[config.mk]
export PLATFORM = sky130hd
export DESIGN_NAME = rr_shared_reg_arbiter
export DESIGN_NICKNAME = d
export VERILOG_FILES = /design/src/rtl/rr_shared_reg_arbiter.sv
export SDC_FILE = /design/constraint.sdc
export NUM_CORES = 1
export LEC_CHECK = 0
export ABC_AREA = 1
export ABC_CLOCK_PERIOD_IN_PS = 3800
export CAP_MARGIN = 20
export CORE_MARGIN = 5
export CORE_UTILIZATION = 30
export CTS_CLUSTER_SIZE = 14
export DETAILED_ROUTE_END_ITERATION = 8
export DONT_BUFFER_PORTS = 1
export PLACE_DENSITY = 0.53
export SKIP_LAST_GASP = 1
export SLEW_MARGIN = 20
export SYNTH_ARGS = -nofsm -noshare
export SYNTH_HDL_FRONTEND = slang
export SYNTH_SLANG_ARGS = --single-unit
[constraint.sdc]
create_clock -name clock -period 3.8 [get_ports clock]
set_clock_uncertainty 0.05 [all_clocks]
set_input_delay 0.57 -clock clock [delete_from_list [all_inputs] [get_ports clock]]
set_output_delay 0.57 -clock clock [all_outputs]
set_load 0.01 [all_outputs]
[src/rtl/rr_shared_reg_arbiter.sv]
// Round-robin arbiter sharing one W-bit register between N requesters.
// Sequence per write: IDLE -> GRANT (load) -> ACK (one-cycle pulse).
module rr_shared_reg_arbiter #(
    parameter int N   = 4,
    parameter int W   = 8,
    parameter int IDW = 2
) (
    input  logic             clock,
    input  logic             clear,
    input  logic [N-1:0]     req,
    input  logic [N*W-1:0]   wdata,
    input  logic             sync_clear,
    output logic [N-1:0]     grant,
    output logic [N-1:0]     ack,
    output logic [W-1:0]     q,
    output logic             busy,
    output logic [IDW-1:0]   last_id
);

    typedef enum logic [1:0] {IDLE, GRANT, ACK} state_t;

    state_t         state_q;
    logic [N-1:0]   grant_q;
    logic [N-1:0]   ack_q;
    logic [W-1:0]   q_q;
    logic           busy_q;
    logic [IDW-1:0] last_id_q;
    logic [IDW-1:0] ptr_q;
    logic [IDW-1:0] sel_q;

    logic [IDW-1:0] pick;
    logic [N-1:0]   pick_oh;
    logic           found;
    logic [W-1:0]   lane;
    logic           still_req;

    // Scan above the pointer first, then wrap to 0..ptr (ptr itself last).
    always_comb begin
        pick    = '0;
        pick_oh = '0;
        found   = 1'b0;
        for (int i = 0; i < N; i++) begin
            if (!found && req[i] && (i > int'(ptr_q))) begin
                found      = 1'b1;
                pick       = IDW'(i);
                pick_oh[i] = 1'b1;
            end
        end
        for (int i = 0; i < N; i++) begin
            if (!found && req[i] && (i <= int'(ptr_q))) begin
                found      = 1'b1;
                pick       = IDW'(i);
                pick_oh[i] = 1'b1;
            end
        end
    end

    always_comb begin
        lane = '0;
        for (int i = 0; i < N; i++) begin
            if (grant_q[i]) lane = wdata[i*W +: W];
        end
        still_req = |(req & grant_q);
    end

    always_ff @(posedge clock or posedge clear) begin
        if (clear) begin
            state_q   <= IDLE;
            grant_q   <= '0;
            ack_q     <= '0;
            q_q       <= '0;
            busy_q    <= 1'b0;
            last_id_q <= '0;
            ptr_q     <= IDW'(N - 1);
            sel_q     <= '0;
        end else begin
            unique case (state_q)
                IDLE: begin
                    ack_q <= '0;
                    if (found) begin
                        grant_q <= pick_oh;
                        sel_q   <= pick;
                        busy_q  <= 1'b1;
                        state_q <= GRANT;
                    end
                end
                GRANT: begin
                    grant_q <= '0;
                    if (still_req) begin
                        q_q       <= lane;
                        ack_q     <= grant_q;
                        ptr_q     <= sel_q;
                        last_id_q <= sel_q;
                        state_q   <= ACK;
                    end else begin
                        busy_q  <= 1'b0;
                        state_q <= IDLE;
                    end
                end
                ACK: begin
                    ack_q   <= '0;
                    busy_q  <= 1'b0;
                    state_q <= IDLE;
                end
                default: begin
                    grant_q <= '0;
                    ack_q   <= '0;
                    busy_q  <= 1'b0;
                    state_q <= IDLE;
                end
            endcase
            // Zeroing wins over a same-edge load; the handshake still completes.
            if (sync_clear) q_q <= '0;
        end
    end

    assign grant   = grant_q;
    assign ack     = ack_q;
    assign q       = q_q;
    assign busy    = busy_q;
    assign last_id = last_id_q;

endmodule

==> results of run 1 <==
[layout make-up]
class	count	area [µm²]	share of cell area, %
multi-input combinational	134	738	47.1
sequential	25	628	40.1
tap	67	83.8	5.35
inverter	16	67.6	4.31
clock buffer	3	41.3	2.64
clock inverter	1	7.51	0.479
[path summary, 6_finish.rpt]
kind | startpoint | endpoint | slack (ns)
min in group clock | sync_clear | q[5] | 0.41
max in group asynchronous | clear | q[2] | 3.07
min reg2reg | sel_q[0] | sel_q[0] | 0.44
min | clear | last_id[0] | 0.21
max reg2reg | grant[2] | last_id[0] | 2.02
max | grant[2] | last_id[0] | 2.02
[logic make-up (layout without fill, tap and decap cells)]
| kind of cell | count (synthesis) | in the layout | synth area share, % |
|---|---|---|---|
| compound gates | 35 | 35 | 14.7 |
| flops | 25 | 25 | 41.7 |
| buf+inv | 23 | 20 | 9.30 |
| simple gates | 99 | 99 | 34.3 |
[layer usage]
| metal | vias up | routed length [µm] | track usage, % | part of all wire [%] |
|---|---|---|---|---|
| li1 | 601 | - | - | - |
| met1 | 544 | 1650 | 14.8 | 42 |
| met2 | 49 | 1740 | 19.3 | 45 |
| met3 | 6 | 436 | 4.88 | 11 |
| met4 | 0 | 71 | 4.56 | 1.8 |
| met5 | - | 0 | 0 | 0 |
[per-stage QoR]
step	util [%]	power, mW	cells	setup slack (ns)	hold slack, ns
6_report	32.7	1.08	246	2.02	0.210
5_1_grt	32.7	1.19	246	1.84	0.264
4_1_cts	32.7	1.10	246	1.98	0.401
3_5_place_dp	31.7	0.932	242	1.99	0.416
3_3_place_gp	31.7	0.931	242	2.06	0.424
2_1_floorplan	-	0.870	182	2.39	0.399
[state kept, by name, indices dropped and copies added, names as in the netlist]
name / cells
state_q: 2
ack: 4
q: 8
grant: 4
sel_q: 2
busy: 1
ptr_q: 2
last_id: 2
[cells in the final DEF, fill, tap and decap left out]
| master | instances |
|---|---|
| nand2_1 | 32 |
| inv_4 | 1 |
| nand4_1 | 1 |
| nor3_1 | 2 |
| nand2_2 | 14 |
| inv_2 | 2 |
| inv_1 | 10 |
| a21oi_1 | 9 |
| o22ai_4 | 1 |
| nand3_2 | 8 |
| inv_6 | 1 |
| nor2_4 | 3 |
| o21ai_1 | 1 |
| nand3_1 | 19 |
| dfrtp_1 | 23 |
| o21ai_0 | 15 |
| nor2_1 | 19 |
| clkinvlp_4 | 1 |
| clkinv_1 | 2 |
| a22oi_1 | 8 |
| o21ai_4 | 1 |
| dfstp_2 | 2 |
| clkbuf_8 | 3 |
| nand4_2 | 1 |
[worst max-delay path, stage by stage, from the launching register on]
cell and delay, ns:
dfrtp_1 0.63, nand2_1 0.18, nand2_2 0.08, o21ai_4 0.38, inv_4 0.17, nand2_1 0.12
nand2_1 0.05
[power by group]
| part | internal [mW] | switching [mW] | total (mW) |
|---|---|---|---|
| Combinational | 0.142 | 0.288 | 0.430 |
| Clock | 0.0743 | 0.0917 | 0.166 |
| Sequential | 0.350 | 0.138 | 0.488 |
==> impl_metrics.ini, run 1 <==
[run_status]
outcome = finished, final reports clean

[critical_path]
reg2regPathDepth = 6
end_kind = flop
critPathArrivalTime_ns = 1.90
worst_setup_path_start_kind = flop
critical_path_class = flop to flop
critical_path_peak_fanout = 20
required_ns = 3.92

[synth]
syn_area_mm2 = 0.00151
ys_seq_area_share_pct = 41.7
ys_warn_count = 0
synth.distinct_cells = 27
synthCells = 182
syn_area_per_cell_um2 = 8.28
synth.top_cell.area_share_pct = 38.2
synth.area.top_cells = dfrtp_1, nand2_1, nand3_1, nand2_2, nand3_2
synth_edf_count = 0
ys_seq_elements = 25
synthTopCellsByCount = nand2_1, dfrtp_1, nand3_1, nor2_1, o21ai_0
yosys.area.top_type = dfrtp_1
synth_fp_nets = 221
synth_top_flop_cell = dfrtp_1
yosysMostFrequentCell = nand2_1
ys_async_sr_fraction_pct = 100

[power]
powerDensity_mw_per_mm2 = 692
ir_drop_mv = 0.279
p_leak_nw = 0.718

[route]
routedWlPerCell_um = 15.8
drcViolationCount = 0
wirelength_mm = 3.90
vias = 1200
dr.pass1.iters = 4
drtIter0Drc = 49
viasPerCell = 4.88
ant_nets = 0

[clock_tree]
post_cts_buffers = 0
clk_pin_slew_ns = 0.10
cts-hold-fix-buffers = 0
clock_latency_ns = 0.27
clockRootBuffer = clkbuf_8
clockBufferDepth = 2
h-tree-depth = 1
ctsResizeCount = 0
numCtsBuffers = 3
cts_num_sinks = 25
cts_tree = done

[die]
pin_count = 58
coreArea_mm2 = 0.00479
fp.dieH_um = 80.9
initial_utilization_pct = 31.5
row_count = 25
die-area_mm2 = 0.00654
dieWidth_um = 80.9

[place]
io_buffers = 0
place_congestion = 0.839
hpwl_mm = 3.07
dpl_cell_area_mm2 = 0.00152

[grt]
grt_pass1_wl_mm = 6.10
overflow = 0
grt_max_degree = 26
antenna_found_initial = 0
grtUsageTotal_pct = 12.2
grt_pass1_vias = 1206

[cells_and_area]
final_nets = 219
fillers = 514
diodes = 0
layout-drive-gt1-share_pct = 21.2
syn2layout_area_growth_pct = 3.99
final_area_mm2 = 0.00157

[sta]
fin_crit_ns = 1.78
tightest_slew_ns = 0.910
fin_setup_tns_ns = 0
hold_viol = 0
max_freq_mhz = 562
setup_viol = 0
slew_violations = 0
max_slew_margin_pct = 39.0
period_share_pct = 46.8
rsz0062_at_grt = no

[flow_run]
cap_violations = 0

[min_path]
holdCritPathClass = primary input to asynchronous set/reset pin
Note: power is estimated with default switching activity, not from simulation.
==> inputs of run 2 (changes only) <==
ABC_CLOCK_PERIOD_IN_PS = 1750   (was 3800)
clock period = 1.75 ns   (was 3.8 ns; I/O delays follow)
==> run 2 against run 1 <==
  * Via count rose by 4.1%
  * Critical path depth increased by 3
  * Non-clock buffer count rose by 6
  * Hold slack lost 0.12 ns
  * Power is 120% higher
  * Critical path type unchanged
  * Critical endpoint is now sel_q[1]
  * Largest power group is now combinational cells
  * Highest routed layer unchanged
==> impl_metrics.ini, run 2 (same netlist as run 1, synthesis figures left out) <==
[critical_path]
required_ns = 1.86
max_stage_delay_ns = 0.55
crit_top_cell = nand2_1
cp_top_family = simple AND/OR/NAND/NOR gates
critPathSlowestCell = dfstp_2
worst_setup_path_start_kind = flop
path_cells = nand2_1, nand2_2, nand3_2, nor2_4, nand4_2, nand2_2, inv_2, nand2_1, nand2_1
critical_path_class = flop to flop
end_kind = flop
path_buf_inv = 1
critical_path_peak_fanout = 4
critPathArrivalTime_ns = 1.55

[cells_and_area]
largest_reg_flops = 8
layout_commonest_cell = nand2_1
fillers = 530
final_nets = 225
diodes = 0
layout_common_cells = nand2_1, dfrtp_1, nand3_1, nor2_1, o21ai_0
multi_input_area_um2 = 738
seqCellArea_um2 = 628
layout-drive-gt1-share_pct = 23.2
syn2layout_area_growth_pct = 6.98

[clock_tree]
clock_latency_ns = 0.28
clockBufferDepth = 2
ctsResizeCount = 0
clockRootBuffer = clkbuf_8
numCtsBuffers = 3
h-tree-depth = 1
cts_tree = done
post_cts_buffers = 0
cts_num_sinks = 25
clk_pin_slew_ns = 0.10
cts-hold-fix-buffers = 1

[power]
powerDensity_mw_per_mm2 = 1490
clockPowerShare_pct = 14.6
p_leak_nw = 0.754
ir_drop_mv = 0.924
p_int_mw = 1.28
sequentialPowerShare_pct = 39.1
swShare_pct = 46.6
power_switching_mw = 1.12
combPwrFrac_pct = 46.3

[route]
wirelength_mm = 4.06
drtIter0Drc = 48
viasPerCell = 4.96
drcViolationCount = 0
vias = 1249
routedWlPerCell_um = 16.1
ant_nets = 0
dr.pass1.iters = 4

[sta]
slew_violations = 0
max_freq_mhz = 694
hold_viol = 0
rsz0062_at_grt = no
max_slew_margin_pct = 78.1
tightest_slew_ns = 0.328
period_share_pct = 82.3
fin_setup_tns_ns = 0
setup_viol = 0
fin_crit_ns = 1.44
timing.hold.ws_ns = 0.0935

[grt]
overflow = 0
grt_pass1_vias = 1244
grtUsageMet2_pct = 22.3
grt_pass1_wl_mm = 6.38
grt.met1_usage_pct = 14.8
grt_max_degree = 26
grtUsageTotal_pct = 12.8
antenna_found_initial = 0
top_usage_layer = met2
use_met3_pct = 4.66

[die]
initial_utilization_pct = 31.5
dieWidth_um = 80.9
row_count = 25
pin_count = 58
die-area_mm2 = 0.00654
coreArea_mm2 = 0.00479
fp.dieH_um = 80.9

[flow_run]
cap_violations = 0

[place]
io_buffers = 0
place_congestion = 0.788
hpwl_mm = 3.10

[min_path]
holdCritPathClass = primary input to flop

[run_status]
outcome = finished, final reports clean
## run 2: changes by cell type in the layout (fill, tap and decap cells not counted), sizes merged
| cell | change |
|---|---|
| inv | +1 |
| clkinvlp | -1 |
| buf | +5 |
| dlygate4sd3 | +1 |
## run 2: worst paths after layout
kind,endpoint,depth (start not counted),slack (ns),start
min in group asynchronous,ack[2],3,0.42,clear
max reg2reg,sel_q[1],9,0.31,ptr_q[1]
max in group asynchronous,ptr_q[1],3,0.92,clear
min reg2reg,ptr_q[0],2,0.43,ptr_q[0]
max,sel_q[1],9,0.31,ptr_q[1]
min,q[7],3,0.09,sync_clear
## run 2: worst register-to-register path, cell delays in order (launching register included)
cell	delay, ns
dfstp_2	0.55
nand2_1	0.06
nand2_2	0.07
nand3_2	0.12
nor2_4	0.12
nand4_2	0.10
nand2_2	0.11
inv_2	0.05
nand2_1	0.06
nand2_1	0.05
## run 2: per-stage QoR
| step | instance area (µm²) | power [mW] | setup WS [ns] | instances | util [%] |
|---|---|---|---|---|---|
| final | 1610 | 2.40 | 0.310 | 252 | 33.7 |
| after global routing | 1610 | 2.65 | 0.170 | 252 | 33.7 |
| after CTS | 1610 | 2.46 | 0.291 | 252 | 33.7 |
| after detailed placement | 1560 | 2.09 | 0.303 | 247 | 32.5 |
| after global placement | 1560 | 2.08 | 0.327 | 247 | 32.5 |
| after floorplan | 1510 | 1.89 | 0.398 | 182 | - |
## run 2: layout make-up
cell class | instances | share of cell area [%]
clock inverters | 1 | 0.311
well taps | 67 | 5.20
inverters | 16 | 4.19
repair buffers | 6 | 2.95
clock buffers | 3 | 2.56
flip-flops and latches | 25 | 39.0
multi-input cells | 134 | 45.8
## run 2: power by group through the flow
stage | Clock, mW | Combinational [mW] | Sequential [mW]
after floorplan | 0 | 0.963 | 0.926
after global placement | 0 | 1.12 | 0.958
after detailed placement | 0 | 1.14 | 0.954
after CTS | 0.373 | 1.14 | 0.944
after global routing | 0.395 | 1.28 | 0.971
final | 0.350 | 1.11 | 0.937
## run 2: per-layer routing
layer / share of wire, % / wire length, µm / up-vias
li1: - / - / 612
met1: 41 / 1650 / 584
met2: 48 / 1960 / 47
met3: 9.8 / 397 / 6
met4: 1.4 / 56 / 0
met5: 0 / 0 / -
==> RTL change 1 (config.mk and constraints of run 1) <==
Set the parameter `N` to 8 (it was 4).
--- a/src/rtl/rr_shared_reg_arbiter.sv
+++ b/src/rtl/rr_shared_reg_arbiter.sv
@@ -1,7 +1,7 @@
 // Round-robin arbiter sharing one W-bit register between N requesters.
 // Sequence per write: IDLE -> GRANT (load) -> ACK (one-cycle pulse).
 module rr_shared_reg_arbiter #(
-    parameter int N   = 4,
+    parameter int N   = 8,
     parameter int W   = 8,
     parameter int IDW = 2
 ) (
Interface: changed (resized ack, grant, req and wdata); port bits go from 58 to 102. No check against the original RTL was run, so the function may have changed too.
==> RTL change 1 against run 1 <==
Sequential cell count rose by 8. Via count is 70% higher. Design area up 43%. Area after synthesis is 38% higher. Total power is 38% higher. Worst setup slack got worse by 0.49 ns. Wire length rose by 77%.
==> RTL change 1: results (changes against run 1) <==
[metrics] number of unique standard cell types used by synthesis: 25 (was 27)
[metrics] Via density: 5.37 (was 4.88)
[metrics] syn nets: 376 (was 221)
[metrics] weighted congestion reported at the end of routability-driven placement: 0.804 (was 0.839)
[metrics] number of cells traversed by the worst register-to-register path: 9 (was 6)
[metrics] number of detailed-routing iterations run before antenna repair: 6 (was 4)
[metrics] Inserted Diodes: 0 (unchanged)
[metrics] Worst Hold Class: in -> async (unchanged)
[metrics] pin count of the biggest net entering global routing: 21 (was 26)
[metrics] CP max FO: 12 (was 20)
[metrics] total of buffers placed on input and output ports: 0 (unchanged)
[metrics] clock root buffer master: sky130_fd_sc_hd__clkbuf_8 (unchanged)
[metrics] Max H-tree Level: 2 (was 1)
[metrics] leading post-synthesis cells by instance count: 96 x sky130_fd_sc_hd__nand2_1, 34 x sky130_fd_sc_hd__nand3_1, 31 x sky130_fd_sc_hd__dfrtp_1, 26 x sky130_fd_sc_hd__o21ai_0, 18 x sky130_fd_sc_hd__nor2_1 (was 32 x sky130_fd_sc_hd__nand2_1, 23 x sky130_fd_sc_hd__dfrtp_1, 19 x sky130_fd_sc_hd__nand3_1, 19 x sky130_fd_sc_hd__nor2_1, 15 x sky130_fd_sc_hd__o21ai_0)
[metrics] overall fraction of global-route tracks in use: 15.7% (was 12.2%)
[metrics] clock latency on the worst-skew pair: 0.29 ns (was 0.27 ns)
[metrics] wire length of the first global-routing pass: 10.6 mm (was 6.10 mm)
[metrics] proportion of synthesized chip area in sequential cells: 40.0% (was 41.7%)
[metrics] fraction of registers with async set or reset after synthesis: 100% (unchanged)
[metrics] run status: finished clean (unchanged)
[metrics] cell area after placement: 0.00212 mm^2 (was 0.00152 mm^2)
[metrics] Max IR drop VDD: 0.358 mV (was 0.279 mV)
[metrics] vias in the first global route: 2031 (was 1206)
[metrics] HPWL Detailed: 5.44 mm (was 3.07 mm)
[metrics] average wire per cell in the routed design: 18.2 um (was 15.8 um)
[metrics] internal power component: 0.839 mW (was 0.567 mW)
[metrics] clock slew at the register clock pins of the worst setup and hold paths: 0.08 ns (was 0.10 ns)
[metrics] Yosys warning total: 0 (unchanged)
[metrics] actual slew at the worst max-slew pin: 0.815 ns (was 0.910 ns)
[metrics] number of gates resized after cts: 0 (unchanged)
[metrics] fraction of final layout cells sized beyond drive strength 1: 11.0% (was 21.2%)
[metrics] arrival time at the worst endpoint: 2.45 ns (was 1.90 ns)
[metrics] nets: 374 (was 219)
[metrics] TritonCTS buffer count: 5 (was 3)
[metrics] DRT iter0 DRCs: 96 (was 49)
[metrics] Clock Tree Buf Depth: 2 (unchanged)
[metrics] top post-synthesis cells by area: sky130_fd_sc_hd__dfrtp_1 37%, sky130_fd_sc_hd__nand2_1 17%, sky130_fd_sc_hd__nand3_1 8.2% (was sky130_fd_sc_hd__dfrtp_1 38%, sky130_fd_sc_hd__nand2_1 8.0%, sky130_fd_sc_hd__nand3_1 6.3%)
[metrics] P_leak: 1.16 nW (was 0.718 nW)
[metrics] Total Neg Setup Slack: 0 ns (unchanged)
-- RTL change 1: worst max-delay path, stage by stage, from the launching register on --
cell                      delay, ns
sky130_fd_sc_hd__dfrtp_1       0.65
sky130_fd_sc_hd__inv_1         0.28
sky130_fd_sc_hd__o22ai_1       0.22
sky130_fd_sc_hd__nor2_1        0.08
sky130_fd_sc_hd__nand2_2       0.09
sky130_fd_sc_hd__nand2_2       0.15
sky130_fd_sc_hd__or2_1         0.43
sky130_fd_sc_hd__nor2_2        0.15
sky130_fd_sc_hd__o21ai_1       0.07
sky130_fd_sc_hd__nand2_1       0.06
-- RTL change 1: per-layer routing --
metal / wire length (um) / global-route usage [%]
met5: 0 / 0
met2: 3350 / 27.2
met4: 79 / 3.66
met1: 2890 / 19.0
met3: 601 / 4.91
-- RTL change 1: path summary, 6_finish.rpt --
kind / start / to / slack (ns)
max: grant[6] / q[3] / 1.53
min: clear / q[0] / 0.27
max reg2reg: grant[6] / q[3] / 1.53
min reg2reg: sel_q[1] / sel_q[1] / 0.44
max in group asynchronous: clear / ptr_q[0] / 2.64
min in group clock: req[0] / grant[0] / 0.42
-- RTL change 1: cell families after synthesis --
logic type / share of synthesized area (%)
buffers and inverters: 7.13
and+or+nand+nor: 36.6
AOI/OAI and AO/OA: 16.3
DFF: 40.0
-- RTL change 1: power by group through the flow --
stage	Combinational, mW	Sequential [mW]	Clock (mW)
CTS	0.598	0.565	0.359
detailed placement	0.596	0.571	0
global route	0.678	0.578	0.374
global placement	0.596	0.569	0
floorplan	0.489	0.517	0
finish	0.586	0.562	0.351
-- RTL change 1: per-stage QoR --
stage,worst slack (ns),instances
floorplan,2.15,301
global placement,1.51,372
detailed placement,1.53,372
CTS,1.50,380
global route,1.36,380
finish,1.53,380
-- RTL change 1: cell type report --
type                       count  area, um^2
fill                         748        4510
clock inverter                 2        37.5
sequential                    33         828
timing repair buffer           1        7.51
inverter                      23        91.3
clock buffer                   6        82.6
tap                           80         100
multi-input combinational    235        1100
